[src/rtl/psram_pkg.sv]
// Shared types and defaults for the PSRAM read arbiter slice.
package psram_pkg;

  localparam int ADDR_W        = 25;
  localparam int DATA_W        = 18;
  localparam int BURST_LEN_DEF = 4;
  localparam int TIMEOUT_DEF   = 255;

  typedef enum logic [1:0] {
    S_IDLE = 2'd0,
    S_ADDR = 2'd1,
    S_DATA = 2'd2
  } state_t;

endpackage

[src/rtl/psram_rd_arb_if.sv]
// AXI-style read address/data channel; used for the PSRAM port and for each requester.
interface psram_rd_arb_if;
  import psram_pkg::*;

  logic [ADDR_W-1:0] araddr;
  logic              arvalid;
  logic              arready;
  logic [DATA_W-1:0] rdata;
  logic              rvalid;

  modport master (output araddr, arvalid, input arready, rdata, rvalid);
  modport slave  (input araddr, arvalid, output arready, rdata, rvalid);

endinterface

[src/rtl/rr_arb2.sv]
// Two-way round-robin arbiter: one-hot grant, pointer holds the last granted requester.
module rr_arb2 (
  input  logic       clk,
  input  logic       reset_n,
  input  logic [1:0] req,
  input  logic       update,
  output logic [1:0] gnt
);

  logic last_q;

  always_comb begin
    gnt = req;
    if (req == 2'b11) gnt = last_q ? 2'b01 : 2'b10;
  end

  // Reset to "requester 1 last" so requester 0 wins the first tie.
  always_ff @(posedge clk or negedge reset_n) begin
    if (!reset_n)               last_q <= 1'b1;
    else if (update && |req)    last_q <= gnt[1];
  end

endmodule

[src/rtl/psram_rd_arb.sv]
// Arbitrates two read requesters onto one PSRAM burst port, one burst outstanding.
//   state  | meaning
//   S_IDLE | no burst; grant taken when psram_ready and a request is present
//   S_ADDR | arvalid driven with the granted address, waiting for arready
//   S_DATA | forwarding beats to the granted requester, watchdog running
module psram_rd_arb import psram_pkg::*; #(
  parameter int BURST_LEN = BURST_LEN_DEF,
  parameter int TIMEOUT   = TIMEOUT_DEF
) (
  input  logic           clk,
  input  logic           reset_n,
  input  logic           psram_ready,
  psram_rd_arb_if.master mem,
  psram_rd_arb_if.slave  req0,
  psram_rd_arb_if.slave  req1,
  output logic           err_timeout
);

  localparam logic [3:0] BEAT_LAST = 4'(BURST_LEN - 1);
  localparam logic [7:0] WD_LAST   = 8'(TIMEOUT - 1);

  state_t     state_q, state_d;
  logic       grant_q, grant_d;
  logic [3:0] beat_q, beat_d;
  logic [7:0] wd_q, wd_d;
  logic       err_d;
  logic       arb_en;
  logic [1:0] req_vec, gnt_oh;
  logic       in_addr, in_data;

  assign req_vec = {req1.arvalid, req0.arvalid};

  rr_arb2 u_arb (
    .clk     (clk),
    .reset_n (reset_n),
    .req     (req_vec),
    .update  (arb_en),
    .gnt     (gnt_oh)
  );

  always_ff @(posedge clk or negedge reset_n) begin
    if (!reset_n) begin
      state_q     <= S_IDLE;
      grant_q     <= 1'b0;
      beat_q      <= '0;
      wd_q        <= '0;
      err_timeout <= 1'b0;
    end else begin
      state_q     <= state_d;
      grant_q     <= grant_d;
      beat_q      <= beat_d;
      wd_q        <= wd_d;
      err_timeout <= err_d;
    end
  end

  always_comb begin
    state_d = state_q;
    grant_d = grant_q;
    beat_d  = beat_q;
    wd_d    = wd_q;
    err_d   = 1'b0;
    arb_en  = 1'b0;
    if (!psram_ready) begin
      state_d = S_IDLE;
      beat_d  = '0;
      wd_d    = '0;
    end else begin
      case (state_q)
        S_IDLE: if (|req_vec) begin
          arb_en  = 1'b1;
          grant_d = (gnt_oh == 2'b10);
          state_d = S_ADDR;
        end
        S_ADDR: if (mem.arready) begin
          state_d = S_DATA;
          beat_d  = '0;
          wd_d    = '0;
        end
        S_DATA: begin
          wd_d = wd_q + 8'd1;
          if (mem.rvalid) beat_d = beat_q + 4'd1;
          // A final beat landing on the watchdog limit still counts as a clean finish.
          if (mem.rvalid && beat_q == BEAT_LAST) begin
            state_d = S_IDLE;
            beat_d  = '0;
          end else if (wd_q == WD_LAST) begin
            state_d = S_IDLE;
            beat_d  = '0;
            err_d   = 1'b1;
          end
        end
        default: state_d = S_IDLE;
      endcase
    end
  end

  assign in_addr = (state_q == S_ADDR);
  assign in_data = (state_q == S_DATA);

  assign mem.arvalid  = in_addr;
  assign mem.araddr   = in_addr ? (grant_q ? req1.araddr : req0.araddr) : '0;
  assign req0.arready = mem.arready & in_addr & ~grant_q;
  assign req1.arready = mem.arready & in_addr &  grant_q;
  assign req0.rvalid  = mem.rvalid & in_data & ~grant_q;
  assign req1.rvalid  = mem.rvalid & in_data &  grant_q;
  assign req0.rdata   = mem.rdata;
  assign req1.rdata   = mem.rdata;

endmodule

[src/flat_wrapper.sv]
// flat-port wrapper written by rule: the top's interface ports become plain ports
module psram_rd_arb_flat import psram_pkg::*;
#(
  parameter int BURST_LEN = BURST_LEN_DEF,
  parameter int TIMEOUT   = TIMEOUT_DEF
)
  (clk, reset_n, psram_ready, err_timeout, mem_araddr, mem_arvalid, mem_arready, mem_rdata, mem_rvalid, req0_araddr, req0_arvalid, req0_arready, req0_rdata, req0_rvalid, req1_araddr, req1_arvalid, req1_arready, req1_rdata, req1_rvalid);
  psram_rd_arb_if mem_i ();
  psram_rd_arb_if req0_i ();
  psram_rd_arb_if req1_i ();
  input  logic clk;
  input  logic reset_n;
  input  logic psram_ready;
  output logic err_timeout;
  output wire logic [$bits(mem_i.araddr)-1:0] mem_araddr;
  output wire logic [$bits(mem_i.arvalid)-1:0] mem_arvalid;
  input wire logic [$bits(mem_i.arready)-1:0] mem_arready;
  input wire logic [$bits(mem_i.rdata)-1:0] mem_rdata;
  input wire logic [$bits(mem_i.rvalid)-1:0] mem_rvalid;
  input wire logic [$bits(req0_i.araddr)-1:0] req0_araddr;
  input wire logic [$bits(req0_i.arvalid)-1:0] req0_arvalid;
  output wire logic [$bits(req0_i.arready)-1:0] req0_arready;
  output wire logic [$bits(req0_i.rdata)-1:0] req0_rdata;
  output wire logic [$bits(req0_i.rvalid)-1:0] req0_rvalid;
  input wire logic [$bits(req1_i.araddr)-1:0] req1_araddr;
  input wire logic [$bits(req1_i.arvalid)-1:0] req1_arvalid;
  output wire logic [$bits(req1_i.arready)-1:0] req1_arready;
  output wire logic [$bits(req1_i.rdata)-1:0] req1_rdata;
  output wire logic [$bits(req1_i.rvalid)-1:0] req1_rvalid;
  assign mem_araddr = mem_i.araddr;
  assign mem_arvalid = mem_i.arvalid;
  assign mem_i.arready = mem_arready;
  assign mem_i.rdata = mem_rdata;
  assign mem_i.rvalid = mem_rvalid;
  assign req0_i.araddr = req0_araddr;
  assign req0_i.arvalid = req0_arvalid;
  assign req0_arready = req0_i.arready;
  assign req0_rdata = req0_i.rdata;
  assign req0_rvalid = req0_i.rvalid;
  assign req1_i.araddr = req1_araddr;
  assign req1_i.arvalid = req1_arvalid;
  assign req1_arready = req1_i.arready;
  assign req1_rdata = req1_i.rdata;
  assign req1_rvalid = req1_i.rvalid;
  psram_rd_arb #(.BURST_LEN(BURST_LEN), .TIMEOUT(TIMEOUT)) u_core (.clk(clk), .reset_n(reset_n), .psram_ready(psram_ready), .mem(mem_i), .req0(req0_i), .req1(req1_i), .err_timeout(err_timeout));
endmodule
[config.mk]
export PLATFORM = sky130hd
export DESIGN_NAME = psram_rd_arb_flat
export DESIGN_NICKNAME = d
export VERILOG_FILES = /design/src/rtl/psram_pkg.sv /design/src/rtl/psram_rd_arb_if.sv /design/src/rtl/rr_arb2.sv /design/src/rtl/psram_rd_arb.sv /design/src/flat_wrapper.sv
export SDC_FILE = /design/constraint.sdc
export NUM_CORES = 1
export LEC_CHECK = 0
export CORE_MARGIN = 3
export CORE_UTILIZATION = 25
export CTS_BUF_LIST = sky130_fd_sc_hd__clkbuf_4 sky130_fd_sc_hd__clkbuf_8 sky130_fd_sc_hd__clkbuf_16
export CTS_CLUSTER_DIAMETER = 50
export DETAILED_ROUTE_END_ITERATION = 12
export PLACE_DENSITY = 0.66
export SLEW_MARGIN = 0
export SYNTH_ARGS = -nofsm -noshare
export SYNTH_HDL_FRONTEND = slang
export SYNTH_SLANG_ARGS = --single-unit
[constraint.sdc]
create_clock -name clk -period 3.63 [get_ports clk]
set_clock_uncertainty 0.1 [all_clocks]
set_input_delay 0.726 -clock clk [delete_from_list [all_inputs] [get_ports clk]]
set_output_delay 0.726 -clock clk [all_outputs]
set_load 0.02 [all_outputs]
* Word-level counts from Yosys, hierarchy flattened
Cells that the tools add are included.
** Cells by class
- Add/subtract/negate cells :: 2
- Equality and inequality tests :: 11
- Multiplexer cells :: 26
- Bitwise operators :: 7
- Reduce and logical (&&, ||, !) cells :: 8
** Operators by type and width (number)
- 2-to-1 mux 25 bit :: 2
- 2-to-1 mux 4 bit :: 5
- 2-to-1 mux 8 bit :: 2
- one-hot mux 8 bit (2 select lines) :: 1
- 2-to-1 mux 2 bit :: 7
- AND reduction 3 bit :: 3
- adder 8 x 1 -> 8 bit (second input constant) :: 1
- equality test 8 bit (second input constant) :: 1
- one-hot mux 4 bit (2 select lines) :: 1
- 2-to-1 mux 1 bit :: 7
- bitwise AND 1 bit :: 6
- equality test 2 bit (second input constant) :: 3
- one-hot mux 2 bit (3 select lines) :: 1
- inequality test 5 bit (second input constant) :: 1
- adder 4 x 1 -> 4 bit (second input constant) :: 1
- equality test 4 x 2 -> 1 bit (second input constant) :: 1
- inequality test 4 bit (second input constant) :: 1
- inequality test 3 x 1 -> 1 bit (second input constant) :: 1
- inequality test 3 x 2 -> 1 bit (second input constant) :: 1
- inequality test 3 bit (second input constant) :: 1
- equality test 2 x 1 -> 1 bit (second input constant) :: 1
- logical AND 1 bit :: 2
- zero test 2 bit :: 1
- AND reduction 2 bit :: 1
- 2 further kinds :: 2
** Word-level totals
- Register bits after elaboration :: 17
- Output and inout port bits :: 67

* Depth between registers and ports, before layout
Gate-level depths: netlist (run 1).
- Word-level depth :: 6
- Depth in mapped cells :: 6
- Depth with buffers taken out :: 6

* By module
Synthesis (run 1) repeated with hierarchy kept, for this count alone.
** Second synthesis, totals
- Cell total of the unflattened synthesis :: 192
- Area, all modules :: 1647.8 um2
** By module, submodules not included
- psram_rd_arb :: instances 1, cells an instance 186, area an instance 1591.5 um2
- rr_arb2 :: instances 1, cells an instance 6, area an instance 56.3 um2

* Worst setup path after synthesis (run 1)
No wires, ideal clock.
- Kind :: register -> output
- Start point :: reg u_core.grant_q
- End point :: out req1_rvalid
- Data arrival time :: 1388 ps
- Data required time :: 2804 ps
- Path slack :: 1416 ps
- Stages on the path, launching flop included :: 5
- Buffers on the path :: 2
- Cell sequence :: dfrtp_1 -> buf_2 -> buf_2 -> inv_2 -> nor3_1
** Between the ends
- Cells in the longest elaborated chain, start to end :: 1
** Ends and longest elaborated chain
- start, declared :: line psram_rd_arb.sv:23 : logic grant_q, grant_d;
- start signal, assigned :: line psram_rd_arb.sv:50 : grant_q <= grant_d;
- bitwise AND 1 bit :: line psram_rd_arb.sv:106 : assign req1.rvalid = mem.rvalid & in_data & grant_q;
- end, declared :: line flat_wrapper.sv:29 : output wire logic [$bits(req1_i.rvalid)-1:0] req1_rvalid;
Every way passes these cells.

* Final worst setup path (run 1)
- Start point :: reg u_core.state_q[1]
- End point :: out mem_araddr[18]
** Between the ends
- Cells in the longest elaborated chain, start to end :: 2
** Ends and longest elaborated chain
- start, declared :: line psram_rd_arb.sv:22 : state_t state_q, state_d;
- start signal, assigned :: line psram_rd_arb.sv:49 : state_q <= state_d;
- equality test 2 x 1 -> 1 bit :: line psram_rd_arb.sv:98 : assign in_addr = (state_q == S_ADDR);
- 2-to-1 mux 25 bit :: line psram_rd_arb.sv:102 : assign mem.araddr = in_addr ? (grant_q ? req1.araddr : req0.araddr) : '0;
- end, declared :: line flat_wrapper.sv:15 : output wire logic [$bits(mem_i.araddr)-1:0] mem_araddr;
Every way passes these cells.

==> impl_metrics.csv, run 1 <==
group,metric,value,unit
outcome,status,"completed",
yosys,synth_area_leaders,"dfrtp_1 (25%), buf_4 (17%), mux2i_1 (17%)",
worst_setup_path,arrival,2.20,ns
timing,post-route-period-util,0.834,
grt,grt_overflow,0,
timing,fmax,0.330,GHz
detailed_routing,dr.pass1.iters,4,
clock_tree,postCtsHoldBufs,0,
clock_tree,insertion_delay,0.25,ns
yosys,yosysTopAreaCell,"dfrtp_1",
detailed_routing,finalWirelength,4.16,mm
cells_and_area,fin_util,0.384,
yosys,synth_common_cells,"buf_4 (36), nor2_1 (29), mux2i_1 (27)",
yosys,synth_area_per_cell,8.50,um^2
timing,rsz0062_at_grt,"false",
clock_tree,numCtsBuffers,3,
placement,portBuffers,87,
grt,grt_usage,0.105,
cells_and_area,antenna_cells,0,
cells_and_area,nets,318,
timing,fin_setup_tns,0,ns
placement,pre_cts_ws,0.657,ns
placement,gp_congestion,0.755,
yosys,synth_nets,269,
detailed_routing,vias,1430,
job,max-cap-violations,0,
yosys,yosysTopAreaCellShare,0.247,
yosys,syn_inst,191,
clock_tree,clkTransAtPathRegs,0.07,ns
yosys,ys_warn_count,0,
power_and_ir_drop,cellPowerDensity,309,nW/um^2
detailed_routing,wire_per_inst,13.2,um
clock_tree,root_buffer,"clkbuf_8",
yosys,synth_cell_types,39,
timing,setup_violations,0,
clock_tree,clockBufferDepth,2,
worst_setup_path,crit_path_end_kind,"output pin",
timing,relSlewSlack,0.377,
placement,detailed_place_hpwl,3.38,mm
power_and_ir_drop,total_leakage_power,0.980,nW
timing,slew_violations,0,
grt,grt_pass1_vias,1381,
grt,grt_max_degree,27,
clock_tree,cts_setup_buffers,0,
clock_tree,cts_tree,"done",
grt,antenna_found_initial,0,
floorplan,die_x,86.6,um
timing,worst_slew_pin_slew,0.934,ns
detailed_routing,viasPerCell,4.55,
worst_hold_path,hp-class,"reg -> reg",
power_and_ir_drop,ir_worst_vdd,0.000294,V
yosys,syn_area,1620,um^2
worst_setup_path,required,2.80,ns
grt,grt_pass1_wl,6.58,mm
floorplan,placementRows,28,
floorplan,io_pins,142,
floorplan,die_y,86.6,um
clock_tree,cts_sinks,17,
worst_setup_path,start_kind,"register",
floorplan,coreArea,6100,um^2
cells_and_area,drive_gt1_frac,0.0628,
floorplan,start_util,0.266,
worst_setup_path,crit_type,"reg -> out",
yosys,synth-edff-count,0,
detailed_routing,drtIter0Drc,31,
yosys,yosysMostFrequentCell,"buf_4",
yosys,ys_ff_latch,17,
yosys,async_reset_ff_frac,1.00,
timing,fin_ws,0.603,ns
detailed_routing,ant_nets,0,
detailed_routing,remaining_drc_errors,0,
timing,hold_viol,0,
clock_tree,cts_max_level,1,
cells_and_area,area_growth,44.3,%
timing,period_minus_slack,3.03,ns
yosys,synth_ff_type,"dfrtp_1",
cells_and_area,fillers,628,
clock_tree,cts_resized,0,
floorplan,die_area,7490,um^2
yosys,ys_seq_area_frac,0.263,
worst_setup_path,cp_max_fo,26,
## registers in the layout, summed over array words and instances (netlist names)
signal,cells
u_core.err_timeout,1
u_core.grant_q,1
u_core.state_q,2
u_core.beat_q,4
u_core.wd_q,8
u_core.u_arb.last_q,1
## area by class of cell
cell class | instances | area (um^2) | area share
repair buffers | 88 | 891 | 0.381
flip-flops and latches | 17 | 427 | 0.182
inverters | 6 | 22.5 | 0.00962
well taps | 75 | 93.8 | 0.0401
multi-input cells | 124 | 858 | 0.367
clock buffers | 4 | 48.8 | 0.0208
## layer usage
metal / vias to the layer above / global-route usage / share of wire
met5: - / 0 / 0
met4: 0 / 0.00992 / 0.0012
met3: 2 / 0.0361 / 0.12
met2: 64 / 0.179 / 0.45
met1: 644 / 0.132 / 0.43
li1: 720 / - / -
## worst max-delay path, cell delays in order (launching register included)
cell and delay [ns]:
dfrtp_1 0.44, nand2b_1 0.60, nor2_1 0.27, clkdlybuf4s50_1 0.64
## report_power, final
part | internal, mW | switching [mW] | total [mW]
logic | 0.196 | 0.154 | 0.350
registers | 0.203 | 0.0243 | 0.227
clock network | 0.0853 | 0.0623 | 0.148
## through the flow
| step | cell area [um^2] | power (mW) | std cells | hold slack, ns |
|---|---|---|---|---|
| final | 2340 | 0.724 | 314 | 0.395 |
| after global routing | 2340 | 0.773 | 314 | 0.434 |
| after floorplan | 1620 | 0.481 | 191 | 0.330 |
| after CTS | 2340 | 0.735 | 314 | 0.402 |
| after global placement | 2290 | 0.581 | 310 | 0.386 |
| after detailed placement | 2290 | 0.585 | 310 | 0.393 |
## path summary, 6_finish.rpt
check / from / endpoint / slack [ns] / depth (start not counted)
worst max register to register: u_core.wd_q[0] / u_core.beat_q[1] / 1.83 / 6
worst max-delay path: u_core.state_q[1] / mem_araddr[18] / 0.60 / 3
worst min register to register: u_core.beat_q[0] / u_core.beat_q[0] / 0.40 / 1
min in group asynchronous: reset_n / u_core.wd_q[0] / 0.82 / 1
max in group asynchronous: reset_n / u_core.beat_q[3] / 2.14 / 1
worst min-delay path: u_core.beat_q[0] / u_core.beat_q[0] / 0.40 / 1
## kinds of logic (layout without fill, tap and decap cells)
group,count (synthesis),after routing,share of synthesized area
AOI/OAI and AO/OA,26,26,0.118
xor gates and xnor gates,1,1,0.00540
adders and majority gates,3,3,0.0231
buffers and inverters,50,98,0.208
DFF,17,17,0.263
muxes,27,27,0.167
and+or+nand+nor,67,67,0.216
## cells in the final DEF (no fill, tap or decap), types with 2 or more instances in the layout
master	Yosys	final
and3_1	2	2
inv_1	5	5
mux2i_1	27	27
o21ai_1	10	10
nand3_1	5	5
nor2_1	29	29
nand4_1	2	2
o31ai_1	2	2
nand3_2	2	2
dfrtp_1	16	16
nor3_1	4	4
a32o_1	2	2
nand2b_1	4	4
clkbuf_8	0	3
ha_1	3	3
a31oi_1	3	3
clkdlybuf4s50_1	0	87
nand2_1	10	10
o211ai_1	3	3
(Power assumes the default switching activity.)
==> run 2, diff against run 1 <==
==> constraint.sdc (replaced) <==
create_clock -name clk -period 2.8 [get_ports clk]
set_clock_uncertainty 0.1 [all_clocks]
set_input_delay 0.56 -clock clk [delete_from_list [all_inputs] [get_ports clk]]
set_output_delay 0.56 -clock clk [all_outputs]
set_load 0.02 [all_outputs]
==> run 2 against run 1 <==
  * Final area is 0.43% higher
  * First-iteration DRC count fell by 3.2%
  * Sequential cell count unchanged
  * Worst hold slack better by 0.0030 ns
  * Die area unchanged
  * Global-route usage grew 0.12 points
==> impl_metrics.csv, run 2 (synthesis gave the netlist of run 1 again) <==
group,metric,value,unit
cells_and_area,fillers,616,
floorplan,start_util,0.266,
power_and_ir_drop,cellPowerDensity,400,nW/um^2
worst_setup_path,required,2.14,ns
clock_tree,postCtsHoldBufs,0,
clock_tree,cts_setup_buffers,0,
detailed_routing,remaining_drc_errors,0,
cells_and_area,nets,321,
detailed_routing,drtIter0Drc,30,
clock_tree,numCtsBuffers,3,
worst_setup_path,cp_max_fo,5,
cells_and_area,final_cell_mix,"clkdlybuf4s50_1 (87), nor2_1 (29), mux2i_1 (27)",
floorplan,placementRows,28,
clock_tree,insertion_delay,0.25,ns
worst_setup_path,start_kind,"primary input",
detailed_routing,finalWirelength,4.13,mm
detailed_routing,dr.pass1.iters,4,
worst_setup_path,crit_top_cell,"clkdlybuf4s50_1",
grt,grt_usage,0.106,
worst_setup_path,crit_path_end_kind,"output pin",
cells_and_area,register_area,427,um^2
floorplan,die_x,86.6,um
worst_setup_path,path_cells,"clkdlybuf4s50_1 > nand3b_1 > nor2_1 > clkdlybuf4s50_1",
cells_and_area,largest_register_ffs,8,
clock_tree,clkTransAtPathRegs,0.07,ns
placement,placed_area,2300,um^2
cells_and_area,final_common_cell,"clkdlybuf4s50_1",
cells_and_area,antenna_cells,0,
timing,fin_setup_tns,0,ns
detailed_routing,wire_per_inst,13.0,um
worst_setup_path,path_buf_inv,2,
worst_setup_path,crit_type,"in -> out",
cells_and_area,fin_area,2350,um^2
power_and_ir_drop,switching_power,0.315,mW
timing,setup_violations,0,
power_and_ir_drop,seq_power_share,0.295,
clock_tree,clockBufferDepth,2,
worst_setup_path,cp_slowest_stage_delay,0.61,ns
grt,grt_max_degree,27,
worst_setup_path,crit_family,"buffers and inverters",
worst_setup_path,arrival,1.99,ns
floorplan,die_area,7490,um^2
power_and_ir_drop,combPwrFrac,0.498,
detailed_routing,ant_nets,0,
clock_tree,cts_max_level,1,
clock_tree,cts_tree,"done",
cells_and_area,area_growth,44.9,%
grt,grt_pass1_wl,6.60,mm
power_and_ir_drop,total_leakage_power,0.990,nW
floorplan,io_pins,142,
power_and_ir_drop,p_sw_frac,0.335,
timing,rsz0062_at_grt,"false",
cells_and_area,largest_registers,"u_core.wd_q: 8 flops, u_core.beat_q: 4 flops, u_core.state_q: 2 flops",
worst_setup_path,crit_slowest_cell,"clkdlybuf4s50_1",
placement,gp_congestion,0.757,
worst_hold_path,hp-class,"reg -> reg",
grt,antenna_found_initial,0,
clock_tree,cts_sinks,17,
grt,grt_overflow,0,
timing,period_minus_slack,2.65,ns
floorplan,coreArea,6100,um^2
placement,portBuffers,87,
detailed_routing,viasPerCell,4.50,
timing,hold_viol,0,
power_and_ir_drop,internal-power,0.625,mW
cells_and_area,largest_register,"u_core.wd_q",
cells_and_area,drive_gt1_frac,0.0744,
detailed_routing,vias,1428,
power_and_ir_drop,ir_worst_vdd,0.000287,V
timing,fmax,0.377,GHz
clock_tree,root_buffer,"clkbuf_8",
timing,post-route-period-util,0.947,
grt,grt_pass1_vias,1396,
floorplan,die_y,86.6,um
placement,detailed_place_hpwl,3.33,mm
timing,worst_slew_pin_slew,0.781,ns
timing,relSlewSlack,0.478,
outcome,status,"completed",
cells_and_area,multi_input_comb_area,858,um^2
power_and_ir_drop,power.share.clock,0.208,
clock_tree,cts_resized,0,
timing,slew_violations,0,
job,max-cap-violations,0,
[run 2: path summary, 6_finish.rpt]
kind                                  start                 end  slack [ns]  cells after the start
max                             mem_arready        req1_arready        0.15                      4
min                        u_core.beat_q[0]    u_core.beat_q[0]        0.40                      1
max reg2reg                  u_core.wd_q[0]    u_core.beat_q[1]        1.04                      6
min reg2reg                u_core.beat_q[0]    u_core.beat_q[0]        0.40                      1
max in group asynchronous           reset_n   u_core.state_q[0]        1.45                      1
min in group asynchronous           reset_n  u_core.err_timeout        0.66                      1
[run 2: per-stage QoR]
step / util / std cells / hold slack [ns] / setup WS [ns] / total power, mW
3_3_place_gp: 0.378 / 313 / 0.386 / 0.157 / 0.750
6_report: 0.386 / 317 / 0.398 / 0.149 / 0.940
3_5_place_dp: 0.378 / 313 / 0.390 / 0.145 / 0.755
4_1_cts: 0.386 / 317 / 0.400 / 0.141 / 0.957
5_1_grt: 0.386 / 317 / 0.426 / 0.0442 / 1.00
2_1_floorplan: - / 191 / 0.164 / 0.752 / 0.624
[run 2: layout make-up]
cell class | count | share of cell area
inverter | 6 | 0.00958
clock buffer | 4 | 0.0208
multi-input combinational | 124 | 0.365
sequential | 17 | 0.181
tap | 75 | 0.0399
timing repair buffer | 91 | 0.383
[run 2: metal layers]
metal  global-route usage  up-vias  wire length, um
met4               0.0184        0               15
met1                0.130      634             1710
met2                0.186       63             1900
met3               0.0314        4              502
met5                    0        -                0
li1                     -      727                -
[run 2: power groups by stage]
stage	combinational, mW	clock, mW	sequential (mW)
floorplan	0.346	0	0.278
global placement	0.469	0	0.280
detailed placement	0.473	0	0.281
CTS	0.475	0.205	0.277
global route	0.509	0.212	0.280
finish	0.468	0.195	0.277
==> run 3, diff against run 2 <==
--- a/config.mk
+++ b/config.mk
@@ -5,6 +5,7 @@
 export SDC_FILE = /design/constraint.sdc
 export NUM_CORES = 1
 export LEC_CHECK = 0
+export CAP_MARGIN = 20
 export CORE_MARGIN = 3
 export CORE_UTILIZATION = 25
 export CTS_BUF_LIST = sky130_fd_sc_hd__clkbuf_4 sky130_fd_sc_hd__clkbuf_8 sky130_fd_sc_hd__clkbuf_16
==> results of run 3 <==
The final DEF is identical to that of run 2; final timing and power are the same.
